**src/rtl/instr_queue_pkg.sv**
```systemverilog
// instr_queue_pkg: shared fetch/decode types for the instruction queue.
// Provides addr_t, i32, ecode_t, exception codes, iq_entry_t and IQ_DEPTH.
package instr_queue_pkg;

  typedef logic [31:0] addr_t;
  typedef logic [31:0] i32;
  typedef logic [4:0]  ecode_t;

  localparam ecode_t EX_INT  = 5'h00;
  localparam ecode_t EX_ADEL = 5'h04;

  localparam int IQ_DEPTH = 4;

  typedef struct packed {
    addr_t  pc;
    i32     instr;
    logic   exc;
    ecode_t exccode;
  } iq_entry_t;

endpackage

```
**src/rtl/instr_queue.sv**
```systemverilog
// instr_queue: fetch->decode FIFO, first-word fall-through, flush on redirect.
// Ports: clk/reset, flush, in_* push handshake, out_* pop handshake, count.
module instr_queue
  import instr_queue_pkg::*;
#(
  parameter int DEPTH = IQ_DEPTH
) (
  input  logic                   clk,
  input  logic                   reset,
  input  logic                   flush,
  input  logic                   in_valid,
  output logic                   in_ready,
  input  addr_t                  in_pc,
  input  i32                     in_instr,
  input  logic                   in_exc,
  input  ecode_t                 in_exccode,
  output logic                   out_valid,
  input  logic                   out_ready,
  output addr_t                  out_pc,
  output i32                     out_instr,
  output logic                   out_exc,
  output ecode_t                 out_exccode,
  output logic [$clog2(DEPTH):0] count
);

  localparam int PW = $clog2(DEPTH);
  localparam int CW = PW + 1;

  iq_entry_t         mem_q [DEPTH];
  iq_entry_t         mem_d [DEPTH];
  logic [PW-1:0]     head_q, head_d;
  logic [PW-1:0]     tail_q, tail_d;
  logic [CW-1:0]     count_q, count_d;
  logic              lock_q, lock_d;

  logic              push;
  logic              pop;
  iq_entry_t         in_entry;
  iq_entry_t         head_entry;

  always_comb begin
    in_entry = '{
      pc:      in_pc,
      instr:   in_instr,
      exc:     in_exc,
      exccode: in_exccode
    };
    // Full blocks a push even if a pop frees a slot this cycle.
    // A queued fault blocks everything behind it until redirect.
    in_ready  = (count_q != CW'(DEPTH)) && !lock_q && !flush;
    out_valid = (count_q != '0);
    push      = in_valid && in_ready;
    pop       = out_valid && out_ready;
  end

  always_comb begin
    mem_d   = mem_q;
    head_d  = head_q;
    tail_d  = tail_q;
    count_d = count_q;
    lock_d  = lock_q;
    if (flush) begin
      // Storage is left as-is; only pointers are rewound.
      head_d  = '0;
      tail_d  = '0;
      count_d = '0;
      lock_d  = 1'b0;
    end else begin
      if (push) begin
        mem_d[tail_q] = in_entry;
        tail_d        = tail_q + 1'b1;
        if (in_exc) begin
          lock_d = 1'b1;
        end
      end
      if (pop) begin
        head_d = head_q + 1'b1;
      end
      count_d = count_q + CW'(push) - CW'(pop);
    end
  end

  always_ff @(posedge clk) begin
    if (reset) begin
      for (int i = 0; i < DEPTH; i++) begin
        mem_q[i] <= '0;
      end
      head_q  <= '0;
      tail_q  <= '0;
      count_q <= '0;
      lock_q  <= 1'b0;
    end else begin
      mem_q   <= mem_d;
      head_q  <= head_d;
      tail_q  <= tail_d;
      count_q <= count_d;
      lock_q  <= lock_d;
    end
  end

  always_comb begin
    head_entry  = mem_q[head_q];
    out_pc      = head_entry.pc;
    out_instr   = head_entry.instr;
    out_exc     = head_entry.exc;
    out_exccode = head_entry.exccode;
    count       = count_q;
  end

endmodule
```
**config.mk**
```make
export PLATFORM = sky130hd
export DESIGN_NAME = instr_queue
export DESIGN_NICKNAME = d
export VERILOG_FILES = /design/src/rtl/instr_queue_pkg.sv /design/src/rtl/instr_queue.sv
export SDC_FILE = /design/constraint.sdc
export NUM_CORES = 1
export LEC_CHECK = 0
export ABC_AREA = 1
export CAP_MARGIN = 0
export CORE_MARGIN = 2
export CORE_UTILIZATION = 57
export DETAILED_ROUTE_END_ITERATION = 8
export PLACE_DENSITY = 0.81
export SYNTH_ARGS = -nofsm -noshare
export SYNTH_HDL_FRONTEND = slang
export SYNTH_SLANG_ARGS = --single-unit
```
**constraint.sdc**
```tcl
create_clock -name clk -period 2.35 [get_ports clk]
set_input_delay 0.235 -clock clk [delete_from_list [all_inputs] [get_ports clk]]
set_output_delay 0.235 -clock clk [all_outputs]
set_load 0.01 [all_outputs]
```
==> flow_summary.toml <==
[die]
dieArea_um2 = 25200
rows = 56
die_x_um = 159
fp.coreArea_um2 = 23500
start_util_pct = 58.2
ios = 150
die_y_um = 159

[power_and_ir_drop]
switching_power_w = 0.00264
max-vdd-ir-drop_v = 0.000507
power_density_nw_per_um2 = 657
p_clk_share_pct = 42.8
p_comb_share_pct = 10.2
p_leak_nw = 8.77
p_int_w = 0.00818
seq_power_share_pct = 47.0
power_w = 0.0108
p_sw_share_pct = 24.4

[place]
port_buffers = 149
gp_congestion = 0.740
dpl.hpwl_mm = 19.2
dp.cells = 2593
dpl_cell_area_um2 = 15500

[global_route]
grt_pass1_wl_mm = 56.6
gr-usage-met1_pct = 33.2
grt_use_met3_pct = 3.66
met2_usage_pct = 46.0
grt_pass1_vias = 12125
grt_max_degree = 113
top_usage_layer = "met2"
grt_antenna_before_repair = 2
grt_usage_pct = 26.0
gr-total-overflow = 0

[clock_network]
cts_buffer_depth = 3
root_buffer = "clkbuf_16"
htree_levels = 1
clkSinkCount = 288
clk_latency_ns = 0.56
cts_buffers = 30
clkTransAtPathRegs_ns = 0.06
cts_tree = "built"

[synthesis]
synth_fp_nets = 2311
syn_inst = 2229
yosysWarnings = 0
yosysSeqAreaShare_pct = 42.2
syn_area_um2 = 13700
syn_area_per_cell_um2 = 6.13
ys_ff_latch = 288
synth_cell_types = 24

[sta]
setup_viol = 0
whs_ns = 0.347
maxSlewHeadroom_pct = 59.4
tightest_slew_ns = 0.610
drv_slew = 0
max_freq_mhz = 443
rsz0062_at_grt = "no"
finalHoldViolations = 0
setup_tns_ns = 0
finalCritPeriodShare_pct = 96.0
clock_skew_ns = 0.0240
layout_min_cycle_time_ns = 2.26

[finish]
final_cell_mix = "nand2_1, nor2_1, inv_1"
drive_gt1_share_pct = 4.25
final_cell_count_no_fill = 2648
final_common_cell = "nand2_1"
stdcell_area_um2 = 16500
final_nets = 2390
area_delta_synth_final_pct = 20.5

[run_status]
status = "finished, final reports clean"

[critical_path]
path_class = "reg2out"
crit_end = "out_instr[8]"
worstReg2RegStart = "count[0]"
rr_worst_depth = 10
cp_max_fo = 31
r2r_end = "count[2]"
startpoint = "head_q[1]"
arrival_ns = 2.02
cp-start-kind = "register"
r2r_slack_ns = 0.22
cp.required_ns = 2.12
end_kind = "output port"

[routing]
drt-pass1-iter-count = 5
drc = 0
wire_per_inst_um = 12.7
routed-via-count = 13136
vias_per_cell = 4.96
postRouteAntennaNets = 0
drt-initial-drc-count = 977
routed_wl_mm = 33.6

[flow_run]
drv_cap = 0

[worst_hold_path]
hp-class = "in2reg"
critical path, stage by stage, from the launching register on:
cell and delay (ns):
dfxtp_2 0.37, clkinv_4 0.12, bufbuf_16 0.34, o21ai_0 0.10
a21oi_1 0.07, a21oi_1 0.17, dlygate4sd2_1 0.31
sequential cells by signal, indices dropped and copies added (netlist names):
name	flops
lock_q	1
mem_q	280
tail_q	2
head_q	2
count	3
stage by stage:
stage,utilization [%],worst slack [ns]
3_5_place_dp,65.8,-0.148
4_1_cts,70.1,0.00134
2_1_floorplan,-,0.213
5_1_grt,70.1,0.000872
3_3_place_gp,65.8,-0.0973
6_report,70.1,0.0941
per-layer routing:
layer  vias to the layer above  part of all wire (%)
met1                      5957                    43
met2                       335                    48
met3                        68                   5.8
met4                         2                   2.6
met5                         -                 0.039
li1                       6774                     -
cells by family after synthesis:
logic type	Yosys count	synth area share (%)
DFF	288	42.2
xor gates and xnor gates	1	0.0641
adders and majority gates	7	0.696
buffers and inverters	433	12.7
AOI/OAI and AO/OA	290	10.7
and+or+nand+nor	1210	33.7
worst min path at each step:
| stage | startpoint | end | slack (ns) | depth (start not counted) |
|---|---|---|---|---|
| final | in_pc[20] | mem_q[128] | 0.35 | 3 |
| after global routing | in_exccode[0] | mem_q[70] | 0.36 | 3 |
| after CTS | in_pc[20] | mem_q[128] | 0.32 | 3 |
| after detailed placement | mem_q[139] | mem_q[139] | 0.50 | 4 |
| after global placement | head_q[1] | head_q[1] | 0.49 | 2 |
| after floorplan | in_exccode[0] | mem_q[0] | 0.37 | 2 |
power groups by stage:
stage,logic (W),clock network (W),registers (W)
final,0.00111,0.00463,0.00509
after global routing,0.00123,0.00489,0.00510
after CTS,0.00111,0.00467,0.00509
after detailed placement,0.00115,0,0.00519
after global placement,0.00113,0,0.00519
after floorplan,0.000599,0,0.00518
synth_stat cells, drive strengths merged:
library cell  number  area share [%]
buf               70             2.7
xnor2              1           0.064
dfxtp            288              42
a21oi            214             7.8
nor3b              1           0.055
fa                 1            0.15
nand2            635              17
nor2             567              16
clkbuf            67             1.8
ha                 6            0.55
inv              295             8.1
or2                1           0.046
nand4              5            0.41
nand3              1           0.037
o21bai             4            0.22
o21ai             72             2.6
clkinv             1           0.027
area by class of cell:
class | count | area (um^2)
repair buffers | 184 | 1970
multi-input cells | 1508 | 6230
clock inverters | 4 | 56.3
clock buffers | 48 | 898
fillers | 1980 | 7010
flip-flops and latches | 288 | 5770
inverters | 296 | 1130
diodes | 1 | 2.50
well taps | 319 | 399
timing repair:
action | CTS | global route
cloned | 2 | 0
resized for setup | 88 | 4
endpoints found under the setup margin | 70 | 4
hold buffers | 0 | 0
buffers inserted | 0 | 0
(Power assumes the default switching activity.)
